### src/rtl/axi_rd_arbiter_if.sv
// Read-path bundle around axi_rd_arbiter: flattened master-side AR/R buses plus the single slave port.
// Modports: arb (the arbiter), master (the N upstream masters), slave (the downstream slave).
interface axi_rd_arbiter_if #(
    parameter int NM        = 2,
    parameter int IDM_BITS  = 4,
    parameter int IDS_BITS  = 8,
    parameter int ADDR_BITS = 32,
    parameter int DATA_BITS = 32,
    parameter int LEN_BITS  = 4
);
    // master side, master k in slice k
    logic [NM*IDM_BITS-1:0]  ARID_M;
    logic [NM*ADDR_BITS-1:0] ARADDR_M;
    logic [NM*LEN_BITS-1:0]  ARLEN_M;
    logic [NM*3-1:0]         ARSIZE_M;
    logic [NM*2-1:0]         ARBURST_M;
    logic [NM-1:0]           ARVALID_M;
    logic [NM-1:0]           ARREADY_M;
    logic [NM*IDM_BITS-1:0]  RID_M;
    logic [NM*DATA_BITS-1:0] RDATA_M;
    logic [NM*2-1:0]         RRESP_M;
    logic [NM-1:0]           RLAST_M;
    logic [NM-1:0]           RVALID_M;
    logic [NM-1:0]           RREADY_M;

    // slave side
    logic [IDS_BITS-1:0]     ARID_S;
    logic [ADDR_BITS-1:0]    ARADDR_S;
    logic [LEN_BITS-1:0]     ARLEN_S;
    logic [2:0]              ARSIZE_S;
    logic [1:0]              ARBURST_S;
    logic                    ARVALID_S;
    logic                    ARREADY_S;
    logic [IDS_BITS-1:0]     RID_S;
    logic [DATA_BITS-1:0]    RDATA_S;
    logic [1:0]              RRESP_S;
    logic                    RLAST_S;
    logic                    RVALID_S;
    logic                    RREADY_S;

    modport arb (
        input  ARID_M, ARADDR_M, ARLEN_M, ARSIZE_M, ARBURST_M, ARVALID_M, RREADY_M,
        output ARREADY_M, RID_M, RDATA_M, RRESP_M, RLAST_M, RVALID_M,
        output ARID_S, ARADDR_S, ARLEN_S, ARSIZE_S, ARBURST_S, ARVALID_S, RREADY_S,
        input  ARREADY_S, RID_S, RDATA_S, RRESP_S, RLAST_S, RVALID_S
    );

    modport master (
        output ARID_M, ARADDR_M, ARLEN_M, ARSIZE_M, ARBURST_M, ARVALID_M, RREADY_M,
        input  ARREADY_M, RID_M, RDATA_M, RRESP_M, RLAST_M, RVALID_M
    );

    modport slave (
        input  ARID_S, ARADDR_S, ARLEN_S, ARSIZE_S, ARBURST_S, ARVALID_S, RREADY_S,
        output ARREADY_S, RID_S, RDATA_S, RRESP_S, RLAST_S, RVALID_S
    );
endinterface

### src/rtl/axi_rd_arbiter.sv
// N-master to one-slave AXI read arbiter: round-robin on AR, grant held for the whole R burst.
// Define ARB_TIMEOUT_EN to add the stalled-burst watchdog that answers with a single SLVERR beat.
module axi_rd_arbiter_lane #(
    parameter int IDM_BITS  = 4,
    parameter int DATA_BITS = 32
) (
    input  logic                 sel_ar,
    input  logic                 sel_r,
    input  logic                 sel_err,
    input  logic                 arready_s,
    input  logic                 rvalid_s,
    input  logic [IDM_BITS-1:0]  rid_s,
    input  logic [DATA_BITS-1:0] rdata_s,
    input  logic [1:0]           rresp_s,
    input  logic                 rlast_s,
    input  logic [IDM_BITS-1:0]  err_id,
    output logic                 arready,
    output logic                 rvalid,
    output logic [IDM_BITS-1:0]  rid,
    output logic [DATA_BITS-1:0] rdata,
    output logic [1:0]           rresp,
    output logic                 rlast
);
    // Everything is forced to zero unless this lane owns the grant.
    always_comb begin
        arready = sel_ar & arready_s;
        rvalid  = 1'b0;
        rid     = '0;
        rdata   = '0;
        rresp   = 2'b00;
        rlast   = 1'b0;
        if (sel_r) begin
            rvalid = rvalid_s;
            rid    = rid_s;
            rdata  = rdata_s;
            rresp  = rresp_s;
            rlast  = rlast_s;
        end else if (sel_err) begin
            rvalid = 1'b1;
            rid    = err_id;
            rresp  = 2'b10;
            rlast  = 1'b1;
        end
    end
endmodule

module axi_rd_arbiter #(
    parameter int NM        = 2,
    parameter int IDM_BITS  = 4,
    parameter int IDS_BITS  = 8,
    parameter int ADDR_BITS = 32,
    parameter int DATA_BITS = 32,
    parameter int LEN_BITS  = 4,
    parameter int TIMEOUT   = 255
) (
    input  logic          ACLK,
    input  logic          ARESET,
    axi_rd_arbiter_if.arb bus,
    output logic [NM-1:0] GRANT
);
    localparam int IW = $clog2(NM);

`ifdef ARB_TIMEOUT_EN
    typedef enum logic [1:0] {S_IDLE, S_ADDR, S_DATA, S_ERR} state_t;
`else
    typedef enum logic [1:0] {S_IDLE, S_ADDR, S_DATA} state_t;
`endif

    state_t        state, state_nxt;
    logic [IW-1:0] ptr, ptr_nxt;
    logic [IW-1:0] gidx, gidx_nxt, gidx_inc;
    logic [NM-1:0] grant_nxt;
    logic          win_vld;
    logic [IW-1:0] win_idx;

    // packed per-master views of the flattened buses
    logic [NM-1:0][IDM_BITS-1:0]  arid_m;
    logic [NM-1:0][ADDR_BITS-1:0] araddr_m;
    logic [NM-1:0][LEN_BITS-1:0]  arlen_m;
    logic [NM-1:0][2:0]           arsize_m;
    logic [NM-1:0][1:0]           arburst_m;
    logic [NM-1:0][IDM_BITS-1:0]  rid_m;
    logic [NM-1:0][DATA_BITS-1:0] rdata_m;
    logic [NM-1:0][1:0]           rresp_m;
    logic [NM-1:0]                rlast_m, rvalid_m, arready_m;

    assign arid_m    = bus.ARID_M;
    assign araddr_m  = bus.ARADDR_M;
    assign arlen_m   = bus.ARLEN_M;
    assign arsize_m  = bus.ARSIZE_M;
    assign arburst_m = bus.ARBURST_M;

    assign bus.RID_M     = rid_m;
    assign bus.RDATA_M   = rdata_m;
    assign bus.RRESP_M   = rresp_m;
    assign bus.RLAST_M   = rlast_m;
    assign bus.RVALID_M  = rvalid_m;
    assign bus.ARREADY_M = arready_m;

    logic [IDM_BITS-1:0] arid_g;
    logic                rready_g;
    logic                ar_hs, r_hs, st_addr, st_data, st_err;
    logic                to_hit;
    logic [IDM_BITS-1:0] err_id;

    // Only the master-side ID bits return; the index bits are implied by the grant.
    logic unused_rid_hi;
    assign unused_rid_hi = ^bus.RID_S[IDS_BITS-1:IDM_BITS];

    assign arid_g   = arid_m[gidx];
    assign rready_g = bus.RREADY_M[gidx];
    assign st_addr  = (state == S_ADDR);
    assign st_data  = (state == S_DATA);
    assign ar_hs    = st_addr & bus.ARREADY_S;
    assign r_hs     = st_data & bus.RVALID_S & rready_g;
    assign gidx_inc = (gidx == IW'(NM-1)) ? '0 : gidx + 1'b1;

    // First requester at or after ptr; scanning downward lets the nearest one win.
    always_comb begin
        win_vld = 1'b0;
        win_idx = '0;
        for (int i = NM-1; i >= 0; i--) begin
            int            j;
            logic [IW-1:0] idx;
            j = int'(ptr) + i;
            if (j >= NM) j = j - NM;
            idx = IW'(j);
            if (bus.ARVALID_M[idx]) begin
                win_vld = 1'b1;
                win_idx = idx;
            end
        end
    end

`ifdef ARB_TIMEOUT_EN
    localparam int CW = $clog2(TIMEOUT+1);
    logic [CW-1:0] cnt;

    assign st_err = (state == S_ERR);
    // ERR is entered after TIMEOUT consecutive DATA cycles without an R handshake.
    assign to_hit = st_data & ~r_hs & (cnt == CW'(TIMEOUT-1));

    always_ff @(posedge ACLK or posedge ARESET) begin
        if (ARESET) begin
            cnt    <= '0;
            err_id <= '0;
        end else if (ar_hs) begin
            cnt    <= '0;
            err_id <= arid_g;
        end else if (st_data) begin
            cnt <= r_hs ? '0 : cnt + CW'(1);
        end
    end
`else
    assign st_err = 1'b0;
    assign to_hit = 1'b0;
    assign err_id = '0;
`endif

    always_ff @(posedge ACLK or posedge ARESET) begin
        if (ARESET) begin
            state <= S_IDLE;
            ptr   <= '0;
            gidx  <= '0;
            GRANT <= '0;
        end else begin
            state <= state_nxt;
            ptr   <= ptr_nxt;
            gidx  <= gidx_nxt;
            GRANT <= grant_nxt;
        end
    end

    always_comb begin
        state_nxt = state;
        ptr_nxt   = ptr;
        gidx_nxt  = gidx;
        grant_nxt = GRANT;
        unique case (state)
            S_IDLE: begin
                if (win_vld) begin
                    state_nxt = S_ADDR;
                    gidx_nxt  = win_idx;
                    grant_nxt = NM'(1) << win_idx;
                end
            end
            S_ADDR: begin
                if (ar_hs) state_nxt = S_DATA;
            end
            S_DATA: begin
                if (r_hs && bus.RLAST_S) begin
                    state_nxt = S_IDLE;
                    ptr_nxt   = gidx_inc;
                    grant_nxt = '0;
                end else if (to_hit) begin
                    state_nxt = state_t'(2'd3);
                end
            end
            default: begin
                // ERR: the synthetic beat is consumed by the granted master
                if (rready_g) begin
                    state_nxt = S_IDLE;
                    ptr_nxt   = gidx_inc;
                    grant_nxt = '0;
                end
            end
        endcase
    end

    always_comb begin
        bus.ARVALID_S = st_addr;
        bus.ARID_S    = '0;
        bus.ARADDR_S  = '0;
        bus.ARLEN_S   = '0;
        bus.ARSIZE_S  = 3'd0;
        bus.ARBURST_S = 2'd0;
        bus.RREADY_S  = st_err | (st_data & rready_g);
        if (st_addr) begin
            bus.ARID_S    = IDS_BITS'({gidx, arid_g});
            bus.ARADDR_S  = araddr_m[gidx];
            bus.ARLEN_S   = arlen_m[gidx];
            bus.ARSIZE_S  = arsize_m[gidx];
            bus.ARBURST_S = arburst_m[gidx];
        end
    end

    for (genvar k = 0; k < NM; k++) begin : g_lane
        axi_rd_arbiter_lane #(
            .IDM_BITS  (IDM_BITS),
            .DATA_BITS (DATA_BITS)
        ) u_lane (
            .sel_ar    (st_addr & GRANT[k]),
            .sel_r     (st_data & GRANT[k]),
            .sel_err   (st_err & GRANT[k]),
            .arready_s (bus.ARREADY_S),
            .rvalid_s  (bus.RVALID_S),
            .rid_s     (bus.RID_S[IDM_BITS-1:0]),
            .rdata_s   (bus.RDATA_S),
            .rresp_s   (bus.RRESP_S),
            .rlast_s   (bus.RLAST_S),
            .err_id    (err_id),
            .arready   (arready_m[k]),
            .rvalid    (rvalid_m[k]),
            .rid       (rid_m[k]),
            .rdata     (rdata_m[k]),
            .rresp     (rresp_m[k]),
            .rlast     (rlast_m[k])
        );
    end
endmodule
### src/flat_wrapper.sv
// flat-port wrapper written by rule: the top's interface ports become plain ports
module axi_rd_arbiter_flat 
#(
    parameter int NM        = 2,
    parameter int IDM_BITS  = 4,
    parameter int IDS_BITS  = 8,
    parameter int ADDR_BITS = 32,
    parameter int DATA_BITS = 32,
    parameter int LEN_BITS  = 4,
    parameter int TIMEOUT   = 255
)
  (ACLK, ARESET, GRANT, bus_ARID_M, bus_ARADDR_M, bus_ARLEN_M, bus_ARSIZE_M, bus_ARBURST_M, bus_ARVALID_M, bus_RREADY_M, bus_ARREADY_M, bus_RID_M, bus_RDATA_M, bus_RRESP_M, bus_RLAST_M, bus_RVALID_M, bus_ARID_S, bus_ARADDR_S, bus_ARLEN_S, bus_ARSIZE_S, bus_ARBURST_S, bus_ARVALID_S, bus_RREADY_S, bus_ARREADY_S, bus_RID_S, bus_RDATA_S, bus_RRESP_S, bus_RLAST_S, bus_RVALID_S);
  axi_rd_arbiter_if #(.NM(NM), .IDM_BITS(IDM_BITS), .IDS_BITS(IDS_BITS), .ADDR_BITS(ADDR_BITS), .DATA_BITS(DATA_BITS), .LEN_BITS(LEN_BITS)) bus_i ();
  input  logic ACLK;
  input  logic ARESET;
  output logic [NM-1:0] GRANT;
  input wire logic [$bits(bus_i.ARID_M)-1:0] bus_ARID_M;
  input wire logic [$bits(bus_i.ARADDR_M)-1:0] bus_ARADDR_M;
  input wire logic [$bits(bus_i.ARLEN_M)-1:0] bus_ARLEN_M;
  input wire logic [$bits(bus_i.ARSIZE_M)-1:0] bus_ARSIZE_M;
  input wire logic [$bits(bus_i.ARBURST_M)-1:0] bus_ARBURST_M;
  input wire logic [$bits(bus_i.ARVALID_M)-1:0] bus_ARVALID_M;
  input wire logic [$bits(bus_i.RREADY_M)-1:0] bus_RREADY_M;
  output wire logic [$bits(bus_i.ARREADY_M)-1:0] bus_ARREADY_M;
  output wire logic [$bits(bus_i.RID_M)-1:0] bus_RID_M;
  output wire logic [$bits(bus_i.RDATA_M)-1:0] bus_RDATA_M;
  output wire logic [$bits(bus_i.RRESP_M)-1:0] bus_RRESP_M;
  output wire logic [$bits(bus_i.RLAST_M)-1:0] bus_RLAST_M;
  output wire logic [$bits(bus_i.RVALID_M)-1:0] bus_RVALID_M;
  output wire logic [$bits(bus_i.ARID_S)-1:0] bus_ARID_S;
  output wire logic [$bits(bus_i.ARADDR_S)-1:0] bus_ARADDR_S;
  output wire logic [$bits(bus_i.ARLEN_S)-1:0] bus_ARLEN_S;
  output wire logic [$bits(bus_i.ARSIZE_S)-1:0] bus_ARSIZE_S;
  output wire logic [$bits(bus_i.ARBURST_S)-1:0] bus_ARBURST_S;
  output wire logic [$bits(bus_i.ARVALID_S)-1:0] bus_ARVALID_S;
  output wire logic [$bits(bus_i.RREADY_S)-1:0] bus_RREADY_S;
  input wire logic [$bits(bus_i.ARREADY_S)-1:0] bus_ARREADY_S;
  input wire logic [$bits(bus_i.RID_S)-1:0] bus_RID_S;
  input wire logic [$bits(bus_i.RDATA_S)-1:0] bus_RDATA_S;
  input wire logic [$bits(bus_i.RRESP_S)-1:0] bus_RRESP_S;
  input wire logic [$bits(bus_i.RLAST_S)-1:0] bus_RLAST_S;
  input wire logic [$bits(bus_i.RVALID_S)-1:0] bus_RVALID_S;
  assign bus_i.ARID_M = bus_ARID_M;
  assign bus_i.ARADDR_M = bus_ARADDR_M;
  assign bus_i.ARLEN_M = bus_ARLEN_M;
  assign bus_i.ARSIZE_M = bus_ARSIZE_M;
  assign bus_i.ARBURST_M = bus_ARBURST_M;
  assign bus_i.ARVALID_M = bus_ARVALID_M;
  assign bus_i.RREADY_M = bus_RREADY_M;
  assign bus_ARREADY_M = bus_i.ARREADY_M;
  assign bus_RID_M = bus_i.RID_M;
  assign bus_RDATA_M = bus_i.RDATA_M;
  assign bus_RRESP_M = bus_i.RRESP_M;
  assign bus_RLAST_M = bus_i.RLAST_M;
  assign bus_RVALID_M = bus_i.RVALID_M;
  assign bus_ARID_S = bus_i.ARID_S;
  assign bus_ARADDR_S = bus_i.ARADDR_S;
  assign bus_ARLEN_S = bus_i.ARLEN_S;
  assign bus_ARSIZE_S = bus_i.ARSIZE_S;
  assign bus_ARBURST_S = bus_i.ARBURST_S;
  assign bus_ARVALID_S = bus_i.ARVALID_S;
  assign bus_RREADY_S = bus_i.RREADY_S;
  assign bus_i.ARREADY_S = bus_ARREADY_S;
  assign bus_i.RID_S = bus_RID_S;
  assign bus_i.RDATA_S = bus_RDATA_S;
  assign bus_i.RRESP_S = bus_RRESP_S;
  assign bus_i.RLAST_S = bus_RLAST_S;
  assign bus_i.RVALID_S = bus_RVALID_S;
  axi_rd_arbiter #(.NM(NM), .IDM_BITS(IDM_BITS), .IDS_BITS(IDS_BITS), .ADDR_BITS(ADDR_BITS), .DATA_BITS(DATA_BITS), .LEN_BITS(LEN_BITS), .TIMEOUT(TIMEOUT)) u_core (.ACLK(ACLK), .ARESET(ARESET), .bus(bus_i), .GRANT(GRANT));
endmodule
### config.mk
export PLATFORM = sky130hd
export DESIGN_NAME = axi_rd_arbiter_flat
export DESIGN_NICKNAME = d
export VERILOG_FILES = /design/src/rtl/axi_rd_arbiter_if.sv /design/src/rtl/axi_rd_arbiter.sv /design/src/flat_wrapper.sv
export SDC_FILE = /design/constraint.sdc
export NUM_CORES = 1
export LEC_CHECK = 0
export ABC_AREA = 1
export CORE_AREA = 2 2 106 108
export CTS_BUF_LIST = sky130_fd_sc_hd__clkbuf_8 sky130_fd_sc_hd__clkbuf_16
export DETAILED_ROUTE_END_ITERATION = 6
export DIE_AREA = 0 0 108 110
export MAX_ROUTING_LAYER = met4
export PLACE_DENSITY_LB_ADDON = 0.25
export SYNTH_ARGS = -nofsm -noshare
export SYNTH_HDL_FRONTEND = slang
export SYNTH_SLANG_ARGS = --single-unit
### constraint.sdc
create_clock -name ACLK -period 1.4 [get_ports ACLK]
set_input_delay 0.35 -clock ACLK [delete_from_list [all_inputs] [get_ports ACLK]]
set_output_delay 0.35 -clock ACLK [all_outputs]
set_load 0.03 [all_outputs]
==> flow_summary_export.csv <==
group,metric,value,unit
timing,finalClockSkew,0.000546,ns
final_layout,instances_no_fill,771,
timing,setup_viol,130,
pwr,totalPowerFinal,0.00937,W
final_layout,drive_gt1_share,47.1,%
routing,dr.pass1.iters,4,
synth,ys_seq_area_share,8.55,%
timing,drv_slew,0,
routing,drt-wirelength-per-cell,15.4,µm
synth,synth_top_area_share,23.9,%
floorplan,chipHeight,110,µm
timing,setup_tns,-51.80,ns
grt,grt_pass1_wl,16000,µm
timing,rsz0062_at_grt,"yes",
floorplan,fp-row-count,38,
clock_network,worstSkewPairLatency,0.23,ns
placed_design,routabilityCongestion,0.774,
synth,yosysTopAreaCell,"nand2_1",
clock_network,cts-root-buf,"clkbuf_8",
timing,finalHoldViolCount,0,
synth,synth-edff-count,0,
timing,min_period,1.86,ns
pwr,p_per_area,1560,mW/mm²
clock_network,h-tree-depth,1,
grt,grt_antenna_before_repair,0,
worst_setup_path,worstPathMaxFanout,40,
placed_design,portBuffers,268,
worst_setup_path,cpPeakStageDelay,0.36,ns
routing,drc,0,
synth,async_reset_ff_share,100,%
floorplan,die_width,108,µm
synth,synth_cell_types,19,
floorplan,io_pins,276,
synth,syn_avg_cell_area,5.02,µm²
final_layout,fillers,963,
clock_network,cts_tree,"built",
floorplan,core_area,0.0107,mm²
final_layout,fin_nets,774,
synth,synthMostInstantiatedCell,"nand2_1",
grt,grt_start_max_net_pins,47,
clock_network,hold_buffers,0,
routing,ant_nets,0,
worst_setup_path,required,1.05,ns
final_layout,register_area,151,µm²
final_layout,syn2layout_area_growth,242,%
floorplan,dieArea,0.0119,mm²
hold_path,hold_path_class,"input pin to asynchronous set/reset pin",
grt,grt_usage,17.5,%
flow_run,max_cap_violations,0,
clock_network,clock_path_buffers,2,
clock_network,clk_pin_slew,0.04,ns
synth,ys_top_cells_by_count,"nand2_1 (112), nor2_1 (87), inv_1 (52)",
run_status,violations,"setup timing",
timing,finalCritPeriodShare,133,%
grt,grt_pass1_vias,3203,
synth,synth_area,0.00176,mm²
pwr,p_leak,2.64,nW
clock_network,numClockSinks,6,
worst_setup_path,crit_slowest_cell,"dfrtp_1",
routing,via_per_inst,4.24,
clock_network,cts_buffers,3,
worst_setup_path,cp-end-kind,"output pin",
synth,ys_seq_elements,6,
timing,whs,0.348,ns
worst_setup_path,crit_chain,"buf_6, inv_2, nor2_4, nand2_2, buf_12, nor2_1, buf_4",
final_layout,n_antenna_cell,0,
worst_setup_path,worstPathArrival,1.51,ns
grt,grt.overflow.total,0,
routing,wl,11900,µm
synth,postSynthCellCount,350,
routing,num_vias,3272,
run_status,status,"complete, but fails checks",
worst_setup_path,critPathLaunchType,"register",
synth,synth_flop_cell,"dfrtp_1",
timing,max_freq,0.538,GHz
routing,drt_iter0_markers,134,
synth,yosys_warnings,0,
placed_design,place_hpwl,8320,µm
worst_setup_path,critPathKind,"register to output pin",
timing,layout_setup_ws,-0.459,ns
placed_design,dp_cells,749,
final_layout,multi_input_area,0.00200,mm²
pwr,ir_drop,1.11,mV
synth,synth_area_leaders,"nand2_1 (24%), a21oi_2 (19%), nor2_1 (19%)",
floorplan,start_util,16.4,%
==> placed cells by master, fill, tap and decap left out, types with 2 or more instances in the layout <==
cell,n
dfrtp_1,5
clkbuf_8,3
nand2_1,102
clkbuf_16,2
nand2_2,6
nand4_1,3
inv_2,4
buf_4,47
nor2_4,42
buf_12,17
conb_1,3
nand2_8,2
nor2_2,15
buf_6,97
inv_1,48
nor2_1,32
nand2_4,2
buf_16,8
clkdlybuf4s50_1,136
a21oi_4,45
nand3_1,2
==> registers in the layout, indices dropped and copies added, names as in the netlist <==
signal and flops:
u_core.GRANT 2, u_core.gidx 1, u_core.ptr 1, u_core.state 2
==> final timing paths <==
check | start | end | slack, ns | cells past startpoint
min in group ACLK | u_core.ptr$_DFFE_PP0P_ | u_core.ptr$_DFFE_PP0P_ | 0.48 | 2
min reg2reg | u_core.ptr$_DFFE_PP0P_ | u_core.ptr$_DFFE_PP0P_ | 0.48 | 2
max reg2reg | u_core.gidx$_DFFE_PP0P_ | u_core.GRANT[0]$_DFFE_PP0P_ | 0.01 | 10
max | u_core.state[1]$_DFFE_PP0P_ | bus_RRESP_M[2] | -0.46 | 7
min | ARESET | u_core.GRANT[0]$_DFFE_PP0P_ | 0.35 | 2
max in group asynchronous | ARESET | u_core.gidx$_DFFE_PP0P_ | 0.83 | 2
==> through the flow <==
| stage | setup slack, ns | instance area (µm²) | util, % |
|---|---|---|---|
| finish | -0.459 | 6010 | 56.2 |
| global route | -0.534 | 6010 | 56.2 |
| CTS | -0.432 | 5580 | 52.2 |
| detailed placement | -0.289 | 4910 | 45.9 |
| global placement | -0.293 | 4910 | 45.9 |
| floorplan | -0.272 | 2270 | - |
==> what timing repair did <==
item | in CTS | in global routing
gates resized for setup | 121 | 78
setup endpoints to repair | 134 | 135
pin swaps | 2 | 11
hold endpoints to repair | 0 | 0
buffers inserted | 3 | 6
gates cloned | 7 | 5
==> critical path, delay by kind of cell, from the launching register on <==
kind,cells,cell delay [ns]
buf+inv,4,0.51
flops,1,0.36
simple gates,3,0.39
==> kinds of logic after synthesis <==
logic type / Yosys count / synth area share (%)
AND/OR/NAND/NOR: 210 / 46.5
buffers and inverters: 86 / 23.0
AO/OA/AOI/OAI: 47 / 21.7
flip-flops: 6 / 8.55
other: 1 / 0.213
==> where the power goes <==
group	internal (W)	switching [W]	total [W]	leakage, nW
clock network	0.000185	0.0000819	0.000267	0.0216
registers	0.000260	0.0000972	0.000357	0.0736
logic	0.00389	0.00485	0.00875	2.55
total	0.00434	0.00503	0.00937	2.64
==> routing by layer <==
| layer | global-route usage [%] | up-vias | wire, µm |
|---|---|---|---|
| li1 | - | 1594 | - |
| met1 | 16.1 | 1508 | 3850 |
| met2 | 37.7 | 166 | 6980 |
| met3 | 3.29 | 4 | 984 |
| met4 | 2.20 | 0 | 45 |
| met5 | - | - | 0 |
==> layout make-up <==
type | count | share of cell area [%]
flip-flops and latches | 6 | 2.52
clock buffers | 3 | 0.687
inverters | 54 | 3.54
well taps | 140 | 2.92
multi-input cells | 260 | 33.2
repair buffers | 308 | 57.1
(Power assumes the default switching activity.)
